**src/rtl/updown_counter_if.sv**
```systemverilog
// Handshake-free control/status bundle for updown_counter.
// master drives controls and observes count/tc/ovf; slave is the counter.
interface updown_counter_if #(
    parameter int BITSIZE = 8
);
    logic               en;
    logic               up;
    logic               load;
    logic [BITSIZE-1:0] loadVal;
    logic [BITSIZE-1:0] limit;
    logic               satMode;
    logic               clrFlag;
    logic [BITSIZE-1:0] countReg;
    logic               tc;
    logic               ovf;

    modport master (
        output en, up, load, loadVal, limit, satMode, clrFlag,
        input  countReg, tc, ovf
    );

    modport slave (
        input  en, up, load, loadVal, limit, satMode, clrFlag,
        output countReg, tc, ovf
    );
endinterface

```
**src/rtl/updown_counter.sv**
```systemverilog
// Up/down modulo counter with load, wrap/saturate, tc pulse and sticky ovf.
// Optional prescaler enabled by defining UPDOWN_COUNTER_PRESCALE_EN.
module updown_counter #(
    parameter int BITSIZE  = 8,
    parameter int PRESCALE = 4
) (
    input logic              CLK,
    input logic              RST,
    updown_counter_if.slave  bus
);
    logic [BITSIZE-1:0] cnt_q, cnt_d;
    logic               tc_q, tc_d;
    logic               ovf_q, ovf_d;
    logic               step;

    if (BITSIZE < 2 || PRESCALE < 2) begin : g_bad_params
    end

`ifdef UPDOWN_COUNTER_PRESCALE_EN
    localparam int PW = $clog2(PRESCALE);

    logic [PW-1:0] psc_q, psc_d;
    logic          psc_last;

    assign psc_last = (psc_q == PW'(PRESCALE - 1));
    assign step     = bus.en & psc_last;

    always_comb begin
        psc_d = psc_q;
        if (bus.load)
            psc_d = '0;
        else if (bus.en)
            psc_d = psc_last ? '0 : psc_q + 1'b1;
    end

    always_ff @(posedge CLK) begin
        if (RST) psc_q <= '0;
        else     psc_q <= psc_d;
    end
`else
    assign step = bus.en;
`endif

    logic below, above, zero;
    logic up_inc, up_bnd, dn_clamp, dn_dec, dn_bnd;

    assign below    = cnt_q < bus.limit;
    assign above    = cnt_q > bus.limit;
    assign zero     = cnt_q == '0;
    assign up_inc   = bus.up & below;
    assign up_bnd   = bus.up & ~below;
    assign dn_clamp = ~bus.up & above;
    assign dn_dec   = ~bus.up & ~above & ~zero;
    assign dn_bnd   = ~bus.up & zero;

    always_comb begin
        cnt_d = cnt_q;
        tc_d  = 1'b0;
        ovf_d = ovf_q & ~bus.clrFlag;
        if (bus.load) begin
            cnt_d = above_load() ? bus.limit : bus.loadVal;
        end else if (step) begin
            // Boundary set is applied after clear so it wins on the same edge
            unique case (1'b1)
                up_inc:   cnt_d = cnt_q + 1'b1;
                up_bnd: begin
                    cnt_d = bus.satMode ? bus.limit : '0;
                    tc_d  = ~bus.satMode;
                    ovf_d = 1'b1;
                end
                dn_clamp: cnt_d = bus.limit;
                dn_dec:   cnt_d = cnt_q - 1'b1;
                dn_bnd: begin
                    cnt_d = bus.satMode ? '0 : bus.limit;
                    tc_d  = ~bus.satMode;
                    ovf_d = 1'b1;
                end
                default:  cnt_d = cnt_q;
            endcase
        end
    end

    function automatic logic above_load();
        return bus.loadVal > bus.limit;
    endfunction

    always_ff @(posedge CLK) begin
        if (RST) begin
            cnt_q <= '0;
            tc_q  <= 1'b0;
            ovf_q <= 1'b0;
        end else begin
            cnt_q <= cnt_d;
            tc_q  <= tc_d;
            ovf_q <= ovf_d;
        end
    end

    assign bus.countReg = cnt_q;
    assign bus.tc       = tc_q;
    assign bus.ovf      = ovf_q;
endmodule

```
**src/flat_wrapper.sv**
```systemverilog
// flat-port wrapper written by rule: the top's interface ports become plain ports
module updown_counter_flat 
#(
    parameter int BITSIZE  = 8,
    parameter int PRESCALE = 4
)
  (CLK, RST, bus_en, bus_up, bus_load, bus_loadVal, bus_limit, bus_satMode, bus_clrFlag, bus_countReg, bus_tc, bus_ovf);
  updown_counter_if #(.BITSIZE(BITSIZE)) bus_i ();
  input logic CLK;
  input logic RST;
  input wire logic [$bits(bus_i.en)-1:0] bus_en;
  input wire logic [$bits(bus_i.up)-1:0] bus_up;
  input wire logic [$bits(bus_i.load)-1:0] bus_load;
  input wire logic [$bits(bus_i.loadVal)-1:0] bus_loadVal;
  input wire logic [$bits(bus_i.limit)-1:0] bus_limit;
  input wire logic [$bits(bus_i.satMode)-1:0] bus_satMode;
  input wire logic [$bits(bus_i.clrFlag)-1:0] bus_clrFlag;
  output wire logic [$bits(bus_i.countReg)-1:0] bus_countReg;
  output wire logic [$bits(bus_i.tc)-1:0] bus_tc;
  output wire logic [$bits(bus_i.ovf)-1:0] bus_ovf;
  assign bus_i.en = bus_en;
  assign bus_i.up = bus_up;
  assign bus_i.load = bus_load;
  assign bus_i.loadVal = bus_loadVal;
  assign bus_i.limit = bus_limit;
  assign bus_i.satMode = bus_satMode;
  assign bus_i.clrFlag = bus_clrFlag;
  assign bus_countReg = bus_i.countReg;
  assign bus_tc = bus_i.tc;
  assign bus_ovf = bus_i.ovf;
  updown_counter #(.BITSIZE(BITSIZE), .PRESCALE(PRESCALE)) u_core (.CLK(CLK), .RST(RST), .bus(bus_i));
endmodule
```
**config.mk**
```make
export PLATFORM = sky130hd
export DESIGN_NAME = updown_counter_flat
export DESIGN_NICKNAME = d
export VERILOG_FILES = /design/src/rtl/updown_counter_if.sv /design/src/rtl/updown_counter.sv /design/src/flat_wrapper.sv
export SDC_FILE = /design/constraint.sdc
export NUM_CORES = 1
export LEC_CHECK = 0
export ABC_AREA = 1
export CORE_ASPECT_RATIO = 1.4
export CORE_UTILIZATION = 56
export CTS_CLUSTER_SIZE = 12
export DETAILED_ROUTE_END_ITERATION = 7
export GPL_ROUTABILITY_DRIVEN = 0
export HOLD_SLACK_MARGIN = 0.05
export PLACE_DENSITY = 0.95
export SYNTH_ARGS = -nofsm -noshare
export SYNTH_HDL_FRONTEND = slang
export SYNTH_SLANG_ARGS = --single-unit
export TNS_END_PERCENT = 1
```
**constraint.sdc**
```tcl
create_clock -name CLK -period 5.9 [get_ports CLK]
set_input_delay 1.475 -clock CLK [delete_from_list [all_inputs] [get_ports CLK]]
set_output_delay 1.475 -clock CLK [all_outputs]
set_load 0.005 [all_outputs]
```
After elaboration in Yosys (flattened, before gate mapping)

Cells that the tools add are included.

Logic and storage cells: 38
Output and inout bits: 10
Bits in writable memories: 0
Register bits: 10
Bits in latches: 0
Memory bits (read-only): 0
Memories kept: 0

Divide/modulo/power cells: 0
Shifts and indexed selects: 0
$add $sub $neg: 2
$mul: 0
Bitwise operators: 15
$lt $le $gt $ge: 3
Eq/ne operators: 0
Reductions and logical operators: 6
Mux-type cells: 9

Operators by type and width:

| operator                                          | count |
|---|---|
| 2-to-1 mux 8 bit                                  | 5 |
| case mux 8 bit (5 select lines)                   | 1 |
| > comparator 8 bit                                | 2 |
| adder 8 x 1 -> 8 bit (second input constant)      | 1 |
| zero test 8 bit                                   | 1 |
| less-than comparator 8 bit                        | 1 |
| NOT 1 bit                                         | 8 |
| subtractor 8 x 1 -> 8 bit (second input constant) | 1 |
| bitwise AND 1 bit                                 | 7 |
| nonzero test 6 bit                                | 1 |
| OR reduction 4 bit                                | 1 |
| 2-to-1 mux 1 bit                                  | 3 |
| AND reduction 2 bit                               | 1 |
| nonzero test 2 bit                                | 1 |
| OR reduction 2 bit                                | 1 |

Logic depth before layout (Yosys ltp)

Gate-level depths: netlist of the first run.

Word-level depth: 7
Gate-level depth with buffers: 22

Worst setup path before layout of the first run

OpenSTA, ideal clock, no wires.

Kind: input to register
From: input bus_limit[7]
To: register u_core.cnt_q[5] (netlist: u_core.bus.countReg[5])
Stages: 19
Data arrival time: 3709 ps
Library setup time: 122 ps
Path buffers: 0
Setup slack: 2069 ps
Required time: 5778 ps
Cell sequence: inv_1 ha_1 nand2_1 nor2_1 nand2_1 nand2_4 nand2_1 nand2_1 inv_1 ha_1 a21oi_1 nand2_1 nand2_1 nand2_1 or2_2 nand3_1 nand2_1 nand2_1 a21oi_2

Word-level cells in the longest chain between the ends: 7
Elaborated cells on any way between the ends: 16
Those cells by class: order compare (3); mux (4); bitwise (7); reduce/logical (2)

RTL lines:

| element                         | line                 | text |
|---|---|---|
| start, declared                 | flat_wrapper.sv:15   | `input wire logic [$bits(bus_i.limit)-1:0] bus_limit;` |
| > comparator 8 bit              | updown_counter.sv:48 | `assign above = cnt_q > bus.limit;` |
| NOT 1 bit                       | updown_counter.sv:53 | `assign dn_dec = ~bus.up & ~above & ~zero;` |
| bitwise AND 1 bit (2 in a row)  | updown_counter.sv:53 |  |
| case mux 8 bit (5 select lines) | updown_counter.sv:64 | `unique case (1'b1)` |
| 2-to-1 mux 8 bit                | updown_counter.sv:62 | `end else if (step) begin` |
| 2-to-1 mux 8 bit                | updown_counter.sv:60 | `if (bus.load) begin` |
| end signal, assigned            | updown_counter.sv:93 | `cnt_q <= cnt_d;` |
| end, declared                   | updown_counter.sv:11 | `logic [BITSIZE-1:0] cnt_q, cnt_d;` |

Parallel ways exist; a longest one is shown, timed or not. The select of a mux whose other input is x is not followed.
A chain may end at the register's enable or synchronous reset.

Worst setup path after layout of the first run

Ends and elaborated chain as after synthesis.

==> results of run 1 <==
-- final cells by class --
class | instances | area, sq um | area share [%]
multi-input combinational | 208 | 1220 | 63.3
timing repair buffer | 32 | 320 | 16.7
sequential | 10 | 200 | 10.4
inverter | 31 | 116 | 6.06
tap | 36 | 45.0 | 2.35
clock buffer | 3 | 22.5 | 1.17
-- routing by layer --
metal | routed length, um | part of all wire, % | up-vias | global-route usage (%)
met1 | 1770 | 41 | 797 | 37.8
met4 | 127 | 3.0 | 0 | 13.9
met5 | 0 | 0 | - | 0
li1 | - | - | 909 | -
met3 | 229 | 5.3 | 15 | 3.34
met2 | 2170 | 50 | 68 | 53.8
-- layout by cell type (no fill, tap or decap), types with 4 or more instances in the layout --
cell / n
dfxtp_1: 10
ha_1: 22
o21ai_0: 14
a21oi_1: 23
clkdlybuf4s50_1: 32
inv_1: 29
nand2_1: 62
nand3_1: 24
nor2_1: 30
nor3_1: 4
nand4_1: 4
-- per-stage QoR --
step                      util (%)  instances
after floorplan                  -        253
after global placement        71.8        317
after detailed placement      71.8        317
after CTS                     72.7        320
after global routing          72.7        320
final                         72.7        320
-- power groups by stage --
stage | registers (uW) | clock network (uW) | logic, uW
final | 89.8 | 49.1 | 255
after global routing | 91.3 | 50.6 | 290
after CTS | 89.3 | 46.7 | 253
after detailed placement | 90.7 | 0 | 251
after global placement | 91.1 | 0 | 244
after floorplan | 87.2 | 0 | 182
-- worst max-delay path, cell delays in order --
cell	delay [ns]
clkdlybuf4s50_1	0.54
inv_1	0.10
ha_1	0.30
nand2_1	0.07
nor2_1	0.16
nand2_1	0.11
nand2_4	0.12
nand2_1	0.09
nand2_1	0.15
inv_1	0.14
ha_1	0.36
a21oi_1	0.17
nand2_1	0.12
nand2_1	0.07
nand2_1	0.05
or2_2	0.27
nand3_1	0.08
nand2_1	0.05
nand2_1	0.07
a21oi_2	0.06
-- cells in the mapped netlist --
cell / n
xor2_1: 2
nand4_1: 4
or2_2: 2
nand3_4: 1
fa_1: 1
nor3_1: 4
a31oi_1: 2
nand3b_1: 1
o211ai_1: 1
nor2_4: 1
o21ai_1: 1
nor2_1: 30
nand4_2: 1
nor2_2: 1
clkbuf_8: 1
xnor2_1: 1
o21ai_0: 14
ha_1: 22
dfxtp_1: 10
nand2_4: 3
a21oi_2: 2
buf_4: 1
nand2_1: 62
inv_1: 29
a21oi_1: 23
nand3_2: 2
inv_2: 1
buf_2: 2
nor2_8: 1
clkinv_1: 1
nand3_1: 24
a21o_1: 2
-- how the worst min path moves through the flow --
stage                        start             end  slack, ns  depth (start not counted)
CTS                 u_core.bus.ovf  u_core.bus.ovf       0.49                          2
global route        u_core.bus.ovf  u_core.bus.ovf       0.50                          2
finish              u_core.bus.ovf  u_core.bus.ovf       0.48                          2
global placement    u_core.bus.ovf  u_core.bus.ovf       0.46                          2
detailed placement  u_core.bus.ovf  u_core.bus.ovf       0.48                          2
floorplan           u_core.bus.ovf  u_core.bus.ovf       0.46                          2
-- flip-flops by register name, summed over array words and instances, names as in the netlist --
register	flops
u_core.bus.countReg	8
u_core.bus.tc	1
u_core.bus.ovf	1
-- logic make-up (layout without fill, tap and decap cells) --
family          Yosys count  after routing  synth area share (%)
compound gates           45             45                  15.5
simple gates            137            137                  41.7
xor+xnor                  3              3                  1.68
buf+inv                  35             66                  9.44
fa+ha+maj                23             23                  18.9
flops                    10             10                  12.8
==> impl_metrics.toml, run 1 <==
[hold_path]
hold_path.class = "register to register"

[clock_tree]
htreeDepth = 1
clkSinkCount = 10
cts_tree = "yes"
path_clk_slew_ns = 0.06
postCtsHoldBufs = 0
clk_latency_ns = 0.28
root_buffer = "clkbuf_4"
cts_buffers = 3
cts_resized = 0
cts_setup_buffers = 0
clk_path_buf_depth = 2

[sta]
fin_setup_tns_ns = 0
worstMarginPinSlew_ns = 0.608
period_share_pct = 74.5
hold_violations = 0
setup_viol = 0
timing.fmax_mhz = 228
slew_viol_final = 0
rsz0062_at_grt = "false"
min_period_ns = 4.39
slew_headroom_pct = 59.3
whs_ns = 0.484
clock_skew_ns = 0.00428
timing.final.ws_setup_ns = 1.51

[grt]
grt_pass1_vias = 1608
grt_usage_pct = 31.6
grt-ovfl-total = 0
antenna_found_initial = 0
grt_max_degree = 15
grt_pass1_wl_mm = 7.03

[worst_setup_path]
setup.worst_path.start = "bus_limit[7]"
path_max_fanout = 6
startpoint_type = "primary input"
r2r_setup_slack_ns = 2.92
rr_startpoint = "u_core.bus.countReg[7]"
arrival_ns = 4.56
critical_path_class = "primary input to register"
r2r_end = "u_core.bus.countReg[5]"
required_ns = 6.07
endpoint = "u_core.bus.countReg[5]"
r2r.worst_path.cells = 17
critPathCaptureType = "register"

[synth]
synth_top_area_cell = "ha_1"
yosys-top-cells-area = "ha_1, nand2_1, dfxtp_1"
synth-seq-cells = 10
yosys.area.top_type_share_pct = 17.6
syn_area_sq_um = 1560
yosysWarnings = 0
ys_seq_area_share_pct = 12.8
syn_area_per_cell_sq_um = 6.18
syn_nets = 299
yosys.cell_types.count = 32
netlist_instances = 253

[die]
die_x_um = 46.7
start_util_pct = 59.2
io_pins = 33
num_rows = 22
design.core.area_sq_um = 2640
die_y_um = 64.5
fp.dieArea_sq_um = 3010

[power]
power.internal_uw = 209
power.total_uw = 394
power_frac_clock_pct = 12.5
seqPwrFrac_pct = 22.8
comb_power_share_pct = 64.8
peakVddDrop_v = 0.000150
powerDensity_nw_per_um2 = 205
p_sw_uw = 185
p_sw_share_pct = 47.0
leakage_uw = 0.000997

[routing]
firstDrtPassIters = 4
ant_nets = 0
vias = 1789
wl_per_cell_um = 13.4
drt_iter0_drc = 114
drt_wl_total_mm = 4.30
drc_errors = 0
viasPerCell = 5.59

[place]
placed_cell_area_sq_um = 1900
port-buffer-count = 32
post-place-ws_ns = 1.26
hpwl_mm = 3.40

[layout]
layout-drive-gt1-share_pct = 6.34
diodes = 0
fin_nets = 332
nFillCells = 219
final_area_sq_um = 1920
area_growth_syn_to_layout_pct = 22.8

[run_status]
status = "finished, final reports clean"

[run]
cap_viol_max_count = 0
Power figures use the tool's default switching activity.
==> run 2: changes to the inputs <==
CORE_UTILIZATION = 52   (was 56)
PLACE_DENSITY = 0.9   (was 0.95)
clock period = 4.18 ns   (was 5.9 ns; I/O delays follow)
==> run 2 against run 1 <==
- via count is 1.8% higher
- setup slack got worse by 1.2 ns
- count of clock-buffer cells in the layout is the same
- critical endpoint unchanged
- highest routed layer unchanged
==> impl_metrics.toml, run 2 (synthesis results as in run 1) <==
[run_status]
status = "finished, final reports clean"

[power]
powerDensity_nw_per_um2 = 302
peakVddDrop_v = 0.000253
leakage_uw = 0.00103

[grt]
grt_usage_pct = 30.7
antenna_found_initial = 0
grt_pass1_vias = 1767
grt-ovfl-total = 0
grt_max_degree = 15
grt_pass1_wl_mm = 7.71

[worst_setup_path]
arrival_ns = 4.00
slowest_delay_ns = 0.52
crit_top_cell = "nand2_1"
r2r_end = "u_core.bus.countReg[5]"
cpMaxStageDelayCell = "clkdlybuf4s50_1"
path_cells = "clkdlybuf4s50_1, inv_1, ha_1, nand2_1, nor2_1, nand2_1, nand2_4, nand2_1, nand2_1, inv_1, ha_1, a21oi_1, nand2_1, nand2_1, nand2_1, or2_2, nand3_1, nand2_1, nand2_1, a21oi_2"
critPathBufInv = 3
critical_path_class = "primary input to register"
critPathCaptureType = "register"
cp_top_family = "simple AND/OR/NAND/NOR gates"
required_ns = 4.28
r2r.worst_path.cells = 17
rr_startpoint = "u_core.bus.countReg[7]"
startpoint_type = "primary input"
r2r_setup_slack_ns = 1.26
path_max_fanout = 6

[die]
design.core.area_sq_um = 2850
num_rows = 23
fp.dieArea_sq_um = 3230
die_x_um = 48.4
io_pins = 33
die_y_um = 66.9
start_util_pct = 54.9

[layout]
multiInputGateArea_sq_um = 1220
layout_common_cells = "nand2_1, clkdlybuf4s50_1, nor2_1"
nFillCells = 250
seq_area_sq_um = 200
area_growth_syn_to_layout_pct = 27.0
diodes = 0
stdcell_count = 327
largest_register_ffs = 8
fin_nets = 338
layout-drive-gt1-share_pct = 8.28
final_common_cell = "nand2_1"

[hold_path]
min_to = "u_core.bus.ovf"
hold_path.class = "register to register"
worstHoldStart = "u_core.bus.ovf"
whs_path_depth = 2

[clock_tree]
root_buffer = "clkbuf_8"
htreeDepth = 1
clk_path_buf_depth = 2
cts_setup_buffers = 0
clk_latency_ns = 0.23
path_clk_slew_ns = 0.05
cts_resized = 0
clkSinkCount = 10
cts_buffers = 3
postCtsHoldBufs = 0
cts_tree = "yes"

[place]
port-buffer-count = 32
placed_cells = 324
hpwl_mm = 3.51

[sta]
hold_violations = 0
slew_viol_final = 0
slew_headroom_pct = 68.7
min_period_ns = 3.89
worstMarginPinSlew_ns = 0.465
setup_viol = 0
clock_skew_ns = 0.00304
rsz0062_at_grt = "false"
period_share_pct = 93.1
timing.fmax_mhz = 257
fin_setup_tns_ns = 0

[run]
cap_viol_max_count = 0

[routing]
firstDrtPassIters = 4
viasPerCell = 5.57
wl_per_cell_um = 13.7
drt_wl_total_mm = 4.47
ant_nets = 0
drt_iter0_drc = 78
vias = 1822
drc_errors = 0
==> run 2: cell types whose count changed in the layout (fill, tap and decap cells not counted) <==
cell	delta
clkbuf_4	-3
buf_4	+6
clkbuf_8	+3
==> run 2: power by group <==
part / total (uW) / switching (uW) / leakage, uW / internal [uW]
Combinational: 373 / 211 / 0.000929 / 162
Clock: 99.3 / 36.4 / 0.0000216 / 63.0
Sequential: 127 / 19.3 / 0.0000827 / 108
==> run 2: cell type report <==
type,instances,area share [%]
multi-input combinational,208,61.2
inverter,31,5.86
timing repair buffer,38,18.4
clock buffer,3,2.08
sequential,10,10.1
tap,37,2.33
==> run 2: layer usage <==
metal / up-vias / part of all wire (%) / track usage [%]
li1: 917 / - / -
met1: 816 / 40 / 31.8
met2: 68 / 51 / 58.3
met3: 21 / 4.4 / 3.88
met4: 0 / 4.2 / 19.9
met5: - / 0 / 0
==> run 2: how the worst max path moves through the flow <==
| stage | startpoint | cells past startpoint | end | slack [ns] |
|---|---|---|---|---|
| finish | bus_limit[7] | 20 | u_core.bus.countReg[5] | 0.29 |
| global route | bus_limit[7] | 19 | u_core.bus.countReg[5] | 0.04 |
| CTS | bus_limit[7] | 20 | u_core.bus.countReg[5] | 0.32 |
| detailed placement | bus_limit[7] | 20 | u_core.bus.countReg[5] | 0.10 |
| global placement | bus_limit[7] | 19 | u_core.bus.countReg[7] | 0.19 |
| floorplan | bus_limit[7] | 19 | u_core.bus.countReg[5] | 0.78 |
==> run 2: worst min-delay path, stage by stage, from the launching register on <==
cell and delay, ns:
dfxtp_1 0.30, nand2_1 0.05, o21ai_0 0.06
==> run 2: metrics by stage <==
step | hold slack (ns) | util (%) | setup WS, ns | instance area (sq um) | total power [uW]
floorplan | 0.461 | - | 0.779 | 1560 | 379
global placement | 0.464 | 68.2 | 0.190 | 1940 | 485
detailed placement | 0.465 | 68.2 | 0.104 | 1940 | 494
CTS | 0.472 | 69.7 | 0.317 | 1990 | 595
global route | 0.514 | 69.7 | 0.0447 | 1990 | 657
finish | 0.469 | 69.7 | 0.287 | 1990 | 599
==> edit: new RTL, settings of run 1 <==
`BITSIZE` is set to 8 in 3 places; all go to 16.
--- a/src/rtl/updown_counter_if.sv
+++ b/src/rtl/updown_counter_if.sv
@@ -1,7 +1,7 @@
 // Handshake-free control/status bundle for updown_counter.
 // master drives controls and observes count/tc/ovf; slave is the counter.
 interface updown_counter_if #(
-    parameter int BITSIZE = 8
+    parameter int BITSIZE = 16
 );
     logic               en;
     logic               up;
--- a/src/rtl/updown_counter.sv
+++ b/src/rtl/updown_counter.sv
@@ -1,7 +1,7 @@
 // Up/down modulo counter with load, wrap/saturate, tc pulse and sticky ovf.
 // Optional prescaler enabled by defining UPDOWN_COUNTER_PRESCALE_EN.
 module updown_counter #(
-    parameter int BITSIZE  = 8,
+    parameter int BITSIZE  = 16,
     parameter int PRESCALE = 4
 ) (
     input logic              CLK,
--- a/src/flat_wrapper.sv
+++ b/src/flat_wrapper.sv
@@ -1,7 +1,7 @@
 // flat-port wrapper written by rule: the top's interface ports become plain ports
 module updown_counter_flat 
 #(
-    parameter int BITSIZE  = 8,
+    parameter int BITSIZE  = 16,
     parameter int PRESCALE = 4
 )
   (CLK, RST, bus_en, bus_up, bus_load, bus_loadVal, bus_limit, bus_satMode, bus_clrFlag, bus_countReg, bus_tc, bus_ovf);
Interface: changed (resized bus_countReg, bus_limit and bus_loadVal); port bits go from 33 to 57. The function was not compared with the original's and may differ.
==> edit against run 1 <==
- first-iteration DRC count rose to 2.9 times the old value
- setup slack lost 0.75 ns
- largest cell class unchanged
- design area grew 86%
- power grew 97%
- area after synthesis up 87%
- wire length is 110% higher
- sequential cell count rose by 8
- sequential power rose by 86%
==> edit: results (changes against run 1) <==
drt_iter0_drc: 326  # +190%
grt_pass1_wl_um: 15300  # +120%
syn_nets: 566  # +89%
hold_slack_ns: 0.473  # -0.0107 ns
ys_types: 37  # +16%
setup.worst_path.start: "bus_limit[15]"
clock_latency_ns: 0.26  # -0.02 ns
largest_reg_flops: 16  # +8
grt_max_degree: 28  # +13
synth-adder-area-share: 0.204  # +0.0150
reg2reg_setup_slack_ns: 2.14  # -0.78 ns
clockRootBuffer: "clkbuf_8"
p_leak_nw: 1.74  # +74%
ir_drop_uv: 129  # -14%
nFillCells: 409  # +87%
routed_wirelength_um: 9180  # +110%
drive_gt1_frac: 0.0508  # -0.0125
status: "finished clean"
worst_path_largest_cell_delay_ns: 0.56  # +0.02 ns
yosysSeqAreaShare: 0.123  # -0.00471
path_max_fanout: 14  # +8
r2r-start: "u_core.bus.countReg[0]"
firstDrtPassIters: 7  # +3
via_count: 3595  # +100%
synth_area_leaders: "ha_1, nand2_1, dfxtp_1, a21oi_1, o21ai_0"
grt_pass1_vias: 3407  # +110%
synth_common_cells: "nand2_1, a21oi_1, nor2_1, inv_1, ha_1"
finClkSkew_ns: 0.00222  # -0.00205 ns
grtUsageTotal: 0.349  # +0.0332
==> edit: cell types whose count changed in the layout (fill, tap and decap cells not counted), moves of 6 or more <==
cell,delta
dfxtp_1,+8
inv_1,+18
a21oi_2,+6
nand3_1,+10
o21ai_0,+31
clkdlybuf4s50_1,+24
a21oi_1,+31
nand2_1,+56
ha_1,+24
nor2_1,+18
==> edit: area by class of cell <==
type | count | share of cell area
clock buffer | 4 | 0.0154
inverter | 52 | 0.0553
multi-input combinational | 400 | 0.647
sequential | 18 | 0.101
tap | 64 | 0.0224
timing repair buffer | 57 | 0.159
==> edit: power breakdown <==
part	total [mW]	internal, mW	switching (mW)
combinational	0.504	0.203	0.301
clock	0.104	0.0595	0.0448
sequential	0.167	0.138	0.0295
total	0.776	0.400	0.375
==> edit: stage by stage <==
stage	utilization	instances	worst slack [ns]
2_1_floorplan	-	480	1.80
3_3_place_gp	0.715	591	0.756
3_5_place_dp	0.715	591	0.624
4_1_cts	0.726	595	0.873
5_1_grt	0.726	595	0.409
6_report	0.726	595	0.760
==> edit: cells by family (layout without fill, tap and decap cells) <==
family / after synthesis / count (layout)
buffers and inverters: 62 / 113
AO/OA/AOI/OAI: 120 / 120
flip-flops: 18 / 18
AND/OR/NAND/NOR: 223 / 223
XOR/XNOR: 10 / 10
adder cells (fa/ha/maj): 47 / 47
==> edit: worst min-delay path, stage by stage (launching register included) <==
cell and delay (ns):
dfxtp_1 0.31, nand2_1 0.05, o21ai_0 0.06
==> edit: metal layers <==
layer | up-vias | GRT usage | part of all wire
li1 | 1723 | - | -
met5 | - | 0 | 0
met4 | 0 | 0.224 | 0.048
met3 | 57 | 0.0366 | 0.080
met2 | 225 | 0.617 | 0.49
met1 | 1590 | 0.396 | 0.38
==> edit: worst paths after layout <==
check                            endpoint  depth (start not counted)
setup / recovery  u_core.bus.countReg[10]                         23
setup reg to reg  u_core.bus.countReg[10]                         27
hold reg to reg            u_core.bus.ovf                          2
hold / removal             u_core.bus.ovf                          2
